--- config.mk ---
export PLATFORM = sky130hd
export DESIGN_NAME = imem_fetch_ctrl_flat
export DESIGN_NICKNAME = d
export VERILOG_FILES = /design/src/rtl/imem_fetch_ctrl_if.sv /design/src/rtl/imem_fetch_ctrl.sv /design/src/flat_wrapper.sv
export SDC_FILE = /design/constraint.sdc
export NUM_CORES = 1
export LEC_CHECK = 0
export ABC_AREA = 1
export ABC_CLOCK_PERIOD_IN_PS = 3700
export CELL_PAD_IN_SITES_DETAIL_PLACEMENT = 0
export CELL_PAD_IN_SITES_GLOBAL_PLACEMENT = 1
export CORE_UTILIZATION = 22
export DETAILED_ROUTE_END_ITERATION = 6
export PLACE_DENSITY = 0.89
export SYNTH_ARGS = -nofsm -noshare
export SYNTH_HDL_FRONTEND = slang
export SYNTH_SLANG_ARGS = --single-unit
--- constraint.sdc ---
create_clock -name clk -period 3.7 [get_ports clk]
set_input_delay 0.74 -clock clk [delete_from_list [all_inputs] [get_ports clk]]
set_output_delay 0.74 -clock clk [all_outputs]
set_load 0.02 [all_outputs]
--- src/rtl/imem_fetch_ctrl_if.sv ---
// imem_fetch_ctrl_if: loader, instruction-memory and decode-handshake signals of the fetch controller
interface imem_fetch_ctrl_if #(parameter int ADDR_W = 9);
    logic              load_en;
    logic [ADDR_W-1:0] load_addr;
    logic [31:0]       load_data;
    logic              load_ack;
    logic [31:0]       mem_addr;
    logic              mem_we;
    logic [31:0]       mem_wdata;
    logic [31:0]       mem_rdata;
    logic              redirect;
    logic [31:0]       redirect_pc;
    logic              if_valid;
    logic              if_ready;
    logic [31:0]       if_instr;
    logic [31:0]       if_pc;
    modport master (
        input  load_en, load_addr, load_data, mem_rdata, redirect, redirect_pc, if_ready,
        output load_ack, mem_addr, mem_we, mem_wdata, if_valid, if_instr, if_pc
    );
    modport slave (
        output load_en, load_addr, load_data, mem_rdata, redirect, redirect_pc, if_ready,
        input  load_ack, mem_addr, mem_we, mem_wdata, if_valid, if_instr, if_pc
    );
endinterface

--- src/rtl/imem_fetch_ctrl.sv ---
// imem_fetch_ctrl: owns the instruction memory port; loads a program, then fetches one word per cycle to decode
module imem_fetch_ctrl #(
    parameter int ADDR_W   = 9,
    parameter int RESET_PC = 0,
    parameter int PC_INC   = 1
) (
    input  logic                clk,
    input  logic                reset,
    input  logic                start,
    input  logic                halt,
    output logic [1:0]          state,
    imem_fetch_ctrl_if.master   bus
);
    typedef enum logic [1:0] {IDLE = 2'd0, LOAD = 2'd1, RUN = 2'd2, HALTED = 2'd3} state_t;
    state_t            cur, nxt;
    logic [ADDR_W-1:0] pc, ipc;
    logic [31:0]       instr;
    logic              valid, fire, wr;
    logic              unused_redirect_hi;
    assign unused_redirect_hi = ^bus.redirect_pc[31:ADDR_W];
    assign fire = !valid || bus.if_ready;
    always_ff @(posedge clk) begin
        if (reset) cur <= IDLE;
        else cur <= nxt;
    end
    always_comb begin
        nxt = cur;
        case (cur)
            IDLE:    nxt = bus.load_en ? LOAD : start ? RUN : IDLE;
            LOAD:    nxt = bus.load_en ? LOAD : IDLE;
            RUN:     nxt = halt ? HALTED : RUN;
            default: nxt = HALTED;
        endcase
    end
    // the reset cycle must never write, even if a load was in progress
    always_comb begin
        wr            = !reset && cur == LOAD && bus.load_en;
        bus.load_ack  = wr;
        bus.mem_we    = wr;
        bus.mem_addr  = cur == LOAD ? 32'(bus.load_addr) : 32'(pc);
        bus.mem_wdata = (!reset && cur == LOAD) ? bus.load_data : 32'd0;
        state         = cur;
        bus.if_valid  = valid;
        bus.if_instr  = instr;
        bus.if_pc     = 32'(ipc);
    end
    always_ff @(posedge clk) begin
        if (reset) begin
            pc    <= ADDR_W'(RESET_PC);
            ipc   <= '0;
            instr <= '0;
            valid <= 1'b0;
        end else if (cur == RUN) begin
            if (bus.redirect) begin
                pc    <= bus.redirect_pc[ADDR_W-1:0];
                valid <= 1'b0;
            end else if (fire) begin
                instr <= bus.mem_rdata;
                ipc   <= pc;
                valid <= 1'b1;
                pc    <= pc + ADDR_W'(PC_INC);
            end
        end else if (cur == HALTED && bus.if_ready) begin
            valid <= 1'b0;
        end
    end
endmodule
--- src/flat_wrapper.sv ---
// flat-port wrapper written by rule: the top's interface ports become plain ports
module imem_fetch_ctrl_flat 
#(
    parameter int ADDR_W   = 9,
    parameter int RESET_PC = 0,
    parameter int PC_INC   = 1
)
  (clk, reset, start, halt, state, bus_load_en, bus_load_addr, bus_load_data, bus_mem_rdata, bus_redirect, bus_redirect_pc, bus_if_ready, bus_load_ack, bus_mem_addr, bus_mem_we, bus_mem_wdata, bus_if_valid, bus_if_instr, bus_if_pc);
  imem_fetch_ctrl_if #(.ADDR_W(ADDR_W)) bus_i ();
  input  logic clk;
  input  logic reset;
  input  logic start;
  input  logic halt;
  output logic [1:0] state;
  input wire logic [$bits(bus_i.load_en)-1:0] bus_load_en;
  input wire logic [$bits(bus_i.load_addr)-1:0] bus_load_addr;
  input wire logic [$bits(bus_i.load_data)-1:0] bus_load_data;
  input wire logic [$bits(bus_i.mem_rdata)-1:0] bus_mem_rdata;
  input wire logic [$bits(bus_i.redirect)-1:0] bus_redirect;
  input wire logic [$bits(bus_i.redirect_pc)-1:0] bus_redirect_pc;
  input wire logic [$bits(bus_i.if_ready)-1:0] bus_if_ready;
  output wire logic [$bits(bus_i.load_ack)-1:0] bus_load_ack;
  output wire logic [$bits(bus_i.mem_addr)-1:0] bus_mem_addr;
  output wire logic [$bits(bus_i.mem_we)-1:0] bus_mem_we;
  output wire logic [$bits(bus_i.mem_wdata)-1:0] bus_mem_wdata;
  output wire logic [$bits(bus_i.if_valid)-1:0] bus_if_valid;
  output wire logic [$bits(bus_i.if_instr)-1:0] bus_if_instr;
  output wire logic [$bits(bus_i.if_pc)-1:0] bus_if_pc;
  assign bus_i.load_en = bus_load_en;
  assign bus_i.load_addr = bus_load_addr;
  assign bus_i.load_data = bus_load_data;
  assign bus_i.mem_rdata = bus_mem_rdata;
  assign bus_i.redirect = bus_redirect;
  assign bus_i.redirect_pc = bus_redirect_pc;
  assign bus_i.if_ready = bus_if_ready;
  assign bus_load_ack = bus_i.load_ack;
  assign bus_mem_addr = bus_i.mem_addr;
  assign bus_mem_we = bus_i.mem_we;
  assign bus_mem_wdata = bus_i.mem_wdata;
  assign bus_if_valid = bus_i.if_valid;
  assign bus_if_instr = bus_i.if_instr;
  assign bus_if_pc = bus_i.if_pc;
  imem_fetch_ctrl #(.ADDR_W(ADDR_W), .RESET_PC(RESET_PC), .PC_INC(PC_INC)) u_core (.clk(clk), .reset(reset), .start(start), .halt(halt), .state(state), .bus(bus_i));
endmodule
==> flow_summary.json <==
{
  "port_buffers": 175,
  "grt_pass1_wl_mm": 12.8,
  "grt_pass1_vias": 2573,
  "dpl.hpwl_mm": 6.62,
  "io_pins": 245,
  "grt_use_total_pct": 12.6,
  "path_buf_inv": 4,
  "path_delay_family": "buffers and inverters",
  "worst_path_most_repeated_cell": "clkdlybuf4s50_1",
  "htreeDepth": 2,
  "vias": 2962,
  "layout-drive-gt1-share_pct": 4.73,
  "yosysSeqAreaShare_pct": 36.8,
  "cts.hold.buffers_added": 0,
  "cts_setup_buffers": 0,
  "yosysWarnings": 0,
  "synth_seq_cells": 53,
  "grt.overflow.total": 0,
  "max_freq_ghz": 0.329,
  "insertion_delay_ns": 0.31,
  "synth_top_family_by_area": "simple AND/OR/NAND/NOR gates",
  "setup_tns_ns": 0,
  "drc_errors": 0,
  "grt_start_max_net_pins": 46,
  "maxCapViolations": 0,
  "core_sq_um": 12700,
  "place_area_sq_um": 4580,
  "vdd_drop_max_mv": 0.211,
  "synthAdderAreaFrac_pct": 0.433,
  "area.growth.synth_to_final_pct": 64.7,
  "synth_xor_area_share_pct": 0,
  "die_h_um": 117,
  "rsz0062_at_grt": "false",
  "critPathKind": "in -> out",
  "path_cells": "clkdlybuf4s50_1 > inv_1 > nand2_1 > buf_4 > nor2_1 > clkdlybuf4s50_1",
  "wl_per_cell_um": 11.4,
  "cts_tree": "done",
  "timing.final.crit_share_pct": 82.3,
  "p_leak_nw": 2.04,
  "initial_utilization_pct": 22.7,
  "diodes": 0,
  "nets": 704,
  "slew_violations": 0,
  "tightestPinTransition_ns": 0.577,
  "drt_iter0_drc": 109,
  "syn-cell-area_sq_um": 2890,
  "die_w_um": 117,
  "cts_buffer_depth": 2,
  "cts_sinks": 53,
  "ys_async_sr_fraction_pct": 0,
  "antenna_found_initial": 0,
  "synth.distinct_cells": 29,
  "gp_congestion": 0.761,
  "rows": 41,
  "yosys.area_share.simple_pct": 25.3,
  "setup_viol": 0,
  "total_power_mw": 1.58,
  "numCtsBuffers": 5,
  "timing.critical_path.arrival_ns": 2.30,
  "drtAntennaViolNets": 0,
  "synth_compound_area_share_pct": 14.0,
  "final_cell_area_sq_um": 4750,
  "synth_area_leaders": "dfxtp_1 (37%), nor2_1 (15%), buf_4 (12%), o21ai_0 (9.4%), inv_1 (6.0%)",
  "critPathMaxStageDelay_ns": 0.62,
  "cts.repair.resized": 0,
  "viasPerCell": 3.88,
  "cp.required_ns": 2.96,
  "outcome": "completed",
  "hold_viol": 0,
  "finalClockSkew_ns": 0.00690,
  "netlist_instances": 426,
  "cp_max_fo": 33,
  "clk_pin_slew_ns": 0.07,
  "critical_path.slowest_cell": "clkdlybuf4s50_1",
  "die_area_sq_um": 13600,
  "totalWireLength_mm": 8.73,
  "synth.top_cell.area_share_pct": 36.8,
  "syn_avg_cell_area_sq_um": 6.78,
  "dr.pass1.iters": 4,
  "cts_root_buffer": "clkbuf_16",
  "min_path_type": "reg -> reg",
  "fin_crit_ns": 3.04,
  "p_per_area_nw_per_um2": 333,
  "slew_headroom_pct": 61.5,
  "synthMuxAreaShare_pct": 0.390,
  "critPathLaunchType": "input pin",
  "synth_edf_count": 0,
  "end_kind": "output port",
  "synth_ff_type": "dfxtp_1",
  "yosysTopAreaCell": "dfxtp_1"
}
-- Yosys cell counts, types with 2 or more instances --
cell,number
buf_6,4
inv_2,3
clkbuf_1,3
dfxtp_1,53
nand2_1,42
nor2_2,4
buf_1,2
buf_4,47
buf_2,9
nor2_1,112
inv_1,46
o211ai_1,2
nand2_4,2
nand3_1,12
o21ai_1,2
a31oi_1,2
a21oi_1,16
o21ai_0,54
-- metrics by stage --
step / std cells / utilization (%) / worst slack, ns / hold slack [ns]
2_1_floorplan: 471 / - / 1.25 / 0.454
3_5_place_dp: 756 / 36.0 / 0.629 / 0.474
6_report: 764 / 37.4 / 0.656 / 0.487
5_1_grt: 764 / 37.4 / 0.531 / 0.527
4_1_cts: 764 / 37.4 / 0.616 / 0.486
3_3_place_gp: 756 / 36.0 / 0.636 / 0.471
-- power by group --
part           switching [mW]  total (mW)  internal (mW)
Combinational           0.211       0.401          0.191
Sequential             0.0197       0.619          0.600
Clock                   0.235       0.561          0.326
-- worst min-delay path: stages, from the launching register on --
cell     delay [ns]
dfxtp_1        0.33
nand2_1        0.06
a21oi_1        0.05
-- cell type report --
type,count,area (sq um)
fill,1358,7970
timing repair buffer,180,1790
multi-input combinational,302,1330
sequential,53,1060
tap,172,215
inverter,49,184
clock buffer,5,125
clock inverter,3,50.0
-- flip-flops by register name, indices dropped and copies added, names as in the netlist --
signal and cells:
u_core.bus.if_valid 1, u_core.ipc 9, u_core.bus.if_instr 32, u_core.pc 9
u_core.state 2
-- final timing paths --
kind | start | endpoint | slack (ns) | depth (start not counted)
max | reset | bus_mem_wdata[31] | 0.66 | 6
min reg2reg | u_core.pc[8]$_SDFFE_PP0P_ | u_core.pc[8]$_SDFFE_PP0P_ | 0.49 | 2
max reg2reg | u_core.state[1]$_SDFF_PP0_ | u_core.bus.if_instr[0]$_SDFFE_PP0P_ | 2.02 | 7
min | u_core.pc[8]$_SDFFE_PP0P_ | u_core.pc[8]$_SDFFE_PP0P_ | 0.49 | 2
-- kinds of logic (layout without fill, tap and decap cells) --
logic type / Yosys count / count (layout)
fa+ha+maj: 1 / 1
buf+inv: 116 / 237
compound gates: 78 / 78
simple gates: 176 / 176
mux: 1 / 1
other cells: 1 / 46
flops: 53 / 53
-- placed cells by master, fill, tap and decap left out, types with 2 or more instances in the layout --
cell	instances
clkdlybuf4s50_1	175
nor2_1	112
o21ai_0	54
dfxtp_1	53
inv_1	46
conb_1	46
nand2_1	42
a21oi_1	16
nand3_1	12
clkbuf_16	5
buf_4	5
nor2_2	4
inv_2	3
nand2_4	2
o21ai_1	2
o211ai_1	2
a31oi_1	2
-- routing by layer --
layer | vias up | share of wire, % | GRT usage [%]
met5 | - | 0 | 0
met4 | 0 | 1.6 | 5.32
met3 | 9 | 12 | 5.50
met2 | 144 | 46 | 20.2
met1 | 1259 | 40 | 14.6
li1 | 1550 | - | -
No activity file was read; power rests on OpenSTA's default activity.
==> RTL change 1, RTL diff (same flow settings) <==
`ADDR_W` is set to 9 in 3 places; all go to 11.
--- a/src/rtl/imem_fetch_ctrl_if.sv
+++ b/src/rtl/imem_fetch_ctrl_if.sv
@@ -1,5 +1,5 @@
 // imem_fetch_ctrl_if: loader, instruction-memory and decode-handshake signals of the fetch controller
-interface imem_fetch_ctrl_if #(parameter int ADDR_W = 9);
+interface imem_fetch_ctrl_if #(parameter int ADDR_W = 11);
     logic              load_en;
     logic [ADDR_W-1:0] load_addr;
     logic [31:0]       load_data;
--- a/src/rtl/imem_fetch_ctrl.sv
+++ b/src/rtl/imem_fetch_ctrl.sv
@@ -1,6 +1,6 @@
 // imem_fetch_ctrl: owns the instruction memory port; loads a program, then fetches one word per cycle to decode
 module imem_fetch_ctrl #(
-    parameter int ADDR_W   = 9,
+    parameter int ADDR_W   = 11,
     parameter int RESET_PC = 0,
     parameter int PC_INC   = 1
 ) (
--- a/src/flat_wrapper.sv
+++ b/src/flat_wrapper.sv
@@ -1,7 +1,7 @@
 // flat-port wrapper written by rule: the top's interface ports become plain ports
 module imem_fetch_ctrl_flat 
 #(
-    parameter int ADDR_W   = 9,
+    parameter int ADDR_W   = 11,
     parameter int RESET_PC = 0,
     parameter int PC_INC   = 1
 )
Ports: changed (resized bus_load_addr); port bits go from 245 to 247. The function was not compared with the original's and may differ.
==> RTL change 1 against the unedited design <==
Synthesized cell count rose by 6.6%. Power rose by 31%. Sequential cell count rose by 4. Wire length rose by 13%. Design area rose by 9.7%. Global-route usage rose by 1.1 points. Sequential share of layout area fell by 0.43 points. Setup slack got worse by 0.16 ns. Register-to-register slack improved by 0.20 ns. Synthesized area rose by 5.3%. Critical endpoint is now bus_mem_wdata[29].
==> RTL change 1: results (changes against the unedited design) <==
metric	value	unit	change
clock skew	0.00661	ns	-0.000282 ns
top cells by area in the synthesized netlist	sky130_fd_sc_hd__dfxtp_1 (38%), sky130_fd_sc_hd__nor2_1 (15%), sky130_fd_sc_hd__buf_4 (12%), sky130_fd_sc_hd__o21ai_0 (9.7%), sky130_fd_sc_hd__inv_1 (6.4%)		
post-layout net count	747		+6.1%
commonest cells in the synthesized netlist	sky130_fd_sc_hd__nor2_1 (119), sky130_fd_sc_hd__o21ai_0 (59), sky130_fd_sc_hd__dfxtp_1 (57)		
cell area after placement	4860	sq um	+6.2%
global-route usage over all layers	13.7	%	+1.1 points
met2 capacity usage during global routing	24.7	%	+4.5 points
Pleak	2.13	nW	+4.6%
number of buffers inserted during clock tree synthesis	9		+4
Vias per Instance	4.01		+3.4%
net load switching power	559	uW	+20%
unique cell type count in the Yosys netlist	28		-3.4%
total number of vias	3258		+10%
routability cong.	0.802		+5.5%
cell type of the slowest stage on the worst timing path	sky130_fd_sc_hd__clkdlybuf4s50_1		
worst min-delay path category	reg2reg		
half-perimeter wire length after detailed placement	7410	um	+12%
async set-reset flop share out of synthesis	0	%	unchanged
total iterations of the first detailed-routing run	5		+1
family with the most delay on the worst path	buffers and inverters		
count of port buffers added during placement	183		+4.6%
outcome	completed		
power dissipated in combinational cells	420	uW	+5%
largest net degree at the start of global routing	54		+17%
global-route wire length before repair	15200	um	+19%
deepest clock path buffer count	2		unchanged
worst slack, placed	0.461	ns	-0.168 ns
clock network power consumption	989	uW	+76%
Post-CTS Hold Buffers	0		unchanged
GR met3 Demand/Resource	4.52	%	-0.99 points
vias in the first global route	2961		+15%
PostCTS Resize Cnt	0		unchanged
Clock H-tree levels	3		+1
CP max FO	15		-55%
register clock-pin slew on the reported worst setup and hold paths	0.05	ns	-0.02 ns
antenna violations before repair	0		unchanged
synthesis warning total	0		unchanged
number of instances in the synthesized netlist	454		+6.6%
met1 global-route usage	15.2	%	+0.61 points
arrival time at the worst endpoint	2.46	ns	+0.16 ns
final antenna diode count	0		unchanged
sequential fraction of the synthesis area	37.5	%	+0.79 points
number of DRC violations after detailed-routing iteration 0	189		+73%
power consumed by sequential cells	662	uW	+6.9%
CTS root buffer	sky130_fd_sc_hd__clkbuf_16		
share of layout cells above drive strength 1	5.18	%	+0.45 points
Placed Cells	797		+5.4%
flip-flop count of the largest register, all copies and words added	32		unchanged
clock latency on the worst-skew pair	0.32	ns	
delay of the slowest cell on the worst path	0.61	ns	
Peak VDD IR	0.000184	V	-13%
routed len/inst	12.1	um	+6.3%
Post-CTS Setup Bufs	0		unchanged
predominant post-synthesis flop cell	sky130_fd_sc_hd__dfxtp_1		
## RTL change 1: changes by cell type in the layout (fill, tap and decap cells not counted), moves of 5 or more
cell	before	now
sky130_fd_sc_hd__nor2_1	112	119
sky130_fd_sc_hd__inv_1	46	52
sky130_fd_sc_hd__nand2_1	42	50
sky130_fd_sc_hd__o21ai_0	54	59
sky130_fd_sc_hd__clkdlybuf4s50_1	175	183
## RTL change 1: metal layers
layer,up-vias,wire [um],share of wire (%)
met1,1407,4190,42
met5,-,0,0
met3,13,822,8.3
met2,154,4720,48
met4,0,143,1.4
li1,1684,-,-
## RTL change 1: worst paths after layout
path                                start                       to  slack (ns)  cells past startpoint
setup / recovery                    reset        bus_mem_wdata[29]        0.50                      6
hold / removal    u_core.bus.if_instr[27]  u_core.bus.if_instr[27]        0.48                      2
setup reg to reg             u_core.pc[1]            u_core.pc[10]        2.22                      8
hold reg to reg   u_core.bus.if_instr[27]  u_core.bus.if_instr[27]        0.48                      2
## RTL change 1: cells by family (layout without fill, tap and decap cells)
group,count (synthesis),after routing,synth area share (%)
compound gates,86,86,15.2
xor+xnor,1,1,0.288
fa+ha+maj,1,1,0.412
buf+inv,119,261,21.4
flops,57,57,37.5
mux,1,1,0.370
other cells,1,42,0.123
simple gates,188,188,24.7
## RTL change 1: final cells by class
| cell class | count | area, sq um |
|---|---|---|
| fill | 1399 | 8130 |
| sequential | 57 | 1140 |
| clock inverter | 7 | 128 |
| clock buffer | 9 | 225 |
| multi-input combinational | 319 | 1400 |
| tap | 176 | 220 |
| timing repair buffer | 191 | 1890 |
| inverter | 54 | 208 |
## RTL change 1: worst reg2reg max path, delay by kind of cell, from the launching register on
family / cells / cell delay, ns
compound gates: 1 / 0.05
flops: 1 / 0.44
fa+ha+maj: 1 / 0.24
simple gates: 6 / 0.65
==> RTL change 2, RTL diff (same flow settings) <==
Without the edit above. Make the reset (`reset`) asynchronous in 2 clocked blocks.
--- a/src/rtl/imem_fetch_ctrl.sv
+++ b/src/rtl/imem_fetch_ctrl.sv
@@ -19,7 +19,7 @@
     logic              unused_redirect_hi;
     assign unused_redirect_hi = ^bus.redirect_pc[31:ADDR_W];
     assign fire = !valid || bus.if_ready;
-    always_ff @(posedge clk) begin
+    always_ff @(posedge clk or posedge reset) begin
         if (reset) cur <= IDLE;
         else cur <= nxt;
     end
@@ -44,7 +44,7 @@
         bus.if_instr  = instr;
         bus.if_pc     = 32'(ipc);
     end
-    always_ff @(posedge clk) begin
+    always_ff @(posedge clk or posedge reset) begin
         if (reset) begin
             pc    <= ADDR_W'(RESET_PC);
             ipc   <= '0;
Formal check against the unedited RTL: differs if reset is asserted again (counterexample within 4 cycles, from zero or initial values and one cycle with reset high); with reset held inactive, the same outputs for 10 cycles.
==> RTL change 2 against the unedited design <==
Sequential cell count stayed put. Core utilization shrank 1.3 points. Setup slack worse by 0.24 ns. Synthesized area up 11%. Critical path depth is the same. Power rose by 12%. Wire length is 0.57% lower. Synthesized cell count shrank 1.2%. Clock power decreased by 2%. Non-clock buffer count shrank 3. Design area up 6.6%. Highest routed layer unchanged.
==> RTL change 2: results (changes against the unedited design) <==
metric	value	unit	change
Post-CTS Setup Bufs	0		unchanged
half-perimeter wire length after detailed placement	6640	um	+0.27%
Vias per Instance	3.66		-5.5%
worst min-delay path startpoint	u_core.bus.if_instr[17]		
synthesis warning total	0		unchanged
vias in the first global route	2500		-2.8%
number of DRC violations after detailed-routing iteration 0	116		+6.4%
source of the worst register-to-register timing path	u_core.bus.if_valid		
final standard cell area without fillers	5070	sq um	+6.6%
post-layout net count	701		-0.43%
clock latency on the worst-skew pair	0.29	ns	-0.02 ns
fraction of the mapped netlist area in compound gates	13.3	%	-0.72 points
aggregate routed wire length	8680	um	-0.57%
Peak VDD IR	0.000182	V	-14%
Clock H-tree levels	2		unchanged
global-route usage over all layers	11.1	%	-1.5 points
worst slew pin tran	0.872	ns	+0.295 ns
routability cong.	0.746		-1.9%
Worst Setup SP	u_core.state[1]		
clock skew	0.00810	ns	+0.00121 ns
cell area after placement	4900	sq um	+6.9%
Pleak	2.47	nW	+21%
global-route wire length before repair	12900	um	+0.92%
async set-reset flop share out of synthesis	100	%	+100 points
commonest cells in the synthesized netlist	sky130_fd_sc_hd__nand2_1 (93), sky130_fd_sc_hd__inv_1 (79), sky130_fd_sc_hd__dfrtp_1 (53)		
multiplexer area fraction after synthesis	0	%	-0.39 points
largest net degree at the start of global routing	54		+17%
deepest clock path buffer count	2		unchanged
outcome	completed		
predominant post-synthesis flop cell	sky130_fd_sc_hd__dfrtp_1		
share of layout cells above drive strength 1	8.32	%	+3.6 points
top cells by area in the synthesized netlist	sky130_fd_sc_hd__dfrtp_1 (41%), sky130_fd_sc_hd__buf_4 (11%), sky130_fd_sc_hd__nand2_1 (11%), sky130_fd_sc_hd__inv_1 (9.2%), sky130_fd_sc_hd__o21ai_2 (8.7%)		
arrival time at the worst endpoint	2.54	ns	+0.24 ns
share of synthesized cell area in full adder, half adder and majority cells	0.390	%	-0.044 points
unique cell type count in the Yosys netlist	21		-28%
sequential fraction of the synthesis area	41.3	%	+4.5 points
worst slack, placed	0.439	ns	-0.190 ns
## RTL change 2: cell types whose count changed after synthesis, moves of 4 or more
| cell | delta |
|---|---|
| sky130_fd_sc_hd__a21oi_1 | -16 |
| sky130_fd_sc_hd__buf_2 | -7 |
| sky130_fd_sc_hd__buf_6 | +7 |
| sky130_fd_sc_hd__dfrtp_1 | +53 |
| sky130_fd_sc_hd__dfxtp_1 | -53 |
| sky130_fd_sc_hd__inv_1 | +33 |
| sky130_fd_sc_hd__nand2_1 | +51 |
| sky130_fd_sc_hd__nor2_1 | -61 |
| sky130_fd_sc_hd__nor2_2 | -4 |
| sky130_fd_sc_hd__o21ai_0 | -28 |
| sky130_fd_sc_hd__o21ai_2 | +32 |
## RTL change 2: worst max-delay path, cell delays in order, from the launching register on
cell and delay [ns]:
sky130_fd_sc_hd__dfrtp_1 0.43, sky130_fd_sc_hd__inv_2 0.10, sky130_fd_sc_hd__nand2_1 0.07, sky130_fd_sc_hd__inv_2 0.27, sky130_fd_sc_hd__nand2_2 0.44, sky130_fd_sc_hd__nor2_1 0.28, sky130_fd_sc_hd__clkdlybuf4s50_1 0.64
## RTL change 2: final timing paths
path	to	slack, ns	depth (start not counted)
max	bus_load_ack	0.42	6
min	u_core.bus.if_instr[17]	0.48	2
max reg2reg	u_core.pc[2]	1.88	5
min reg2reg	u_core.bus.if_instr[17]	0.48	2
max in group asynchronous	u_core.state[0]	2.23	3
min in group asynchronous	u_core.bus.if_instr[25]	1.00	3
## RTL change 2: through the flow
stage | std cells | util [%]
4_1_cts | 769 | 36.1
6_report | 769 | 36.1
2_1_floorplan | 466 | -
3_5_place_dp | 761 | 34.9
5_1_grt | 769 | 36.1
3_3_place_gp | 761 | 34.9
## RTL change 2: cell families (layout without fill, tap and decap cells)
logic type / after synthesis / after routing
adders and majority gates: 1 / 1
DFF: 53 / 53
AOI/OAI and AO/OA: 61 / 61
buffers and inverters: 144 / 267
other: 1 / 46
and+or+nand+nor: 161 / 161
## RTL change 2: power by group
| group | internal, mW | switching (mW) | leakage (nW) |
|---|---|---|---|
| Combinational | 0.255 | 0.277 | 1.71 |
| Sequential | 0.647 | 0.0460 | 0.672 |
| Clock | 0.339 | 0.209 | 0.0841 |
## RTL change 2: final cells by class
class	instances	area (sq um)
Tap cell	180	225
Sequential cell	53	1330
Clock buffer	7	143
Multi-Input combinational cell	269	1260
Fill cell	1473	8970
Inverter	82	308
Timing Repair Buffer	177	1780
Clock inverter	1	30.0
## RTL change 2: metal layers
layer,GRT usage [%],wire (um),part of all wire (%),up-vias
li1,-,-,-,1487
met1,13.7,3680,42,1236
met2,19.2,4430,51,87
met3,2.56,488,5.6,8
met4,2.97,87,1.0,0
met5,0,0,0,-
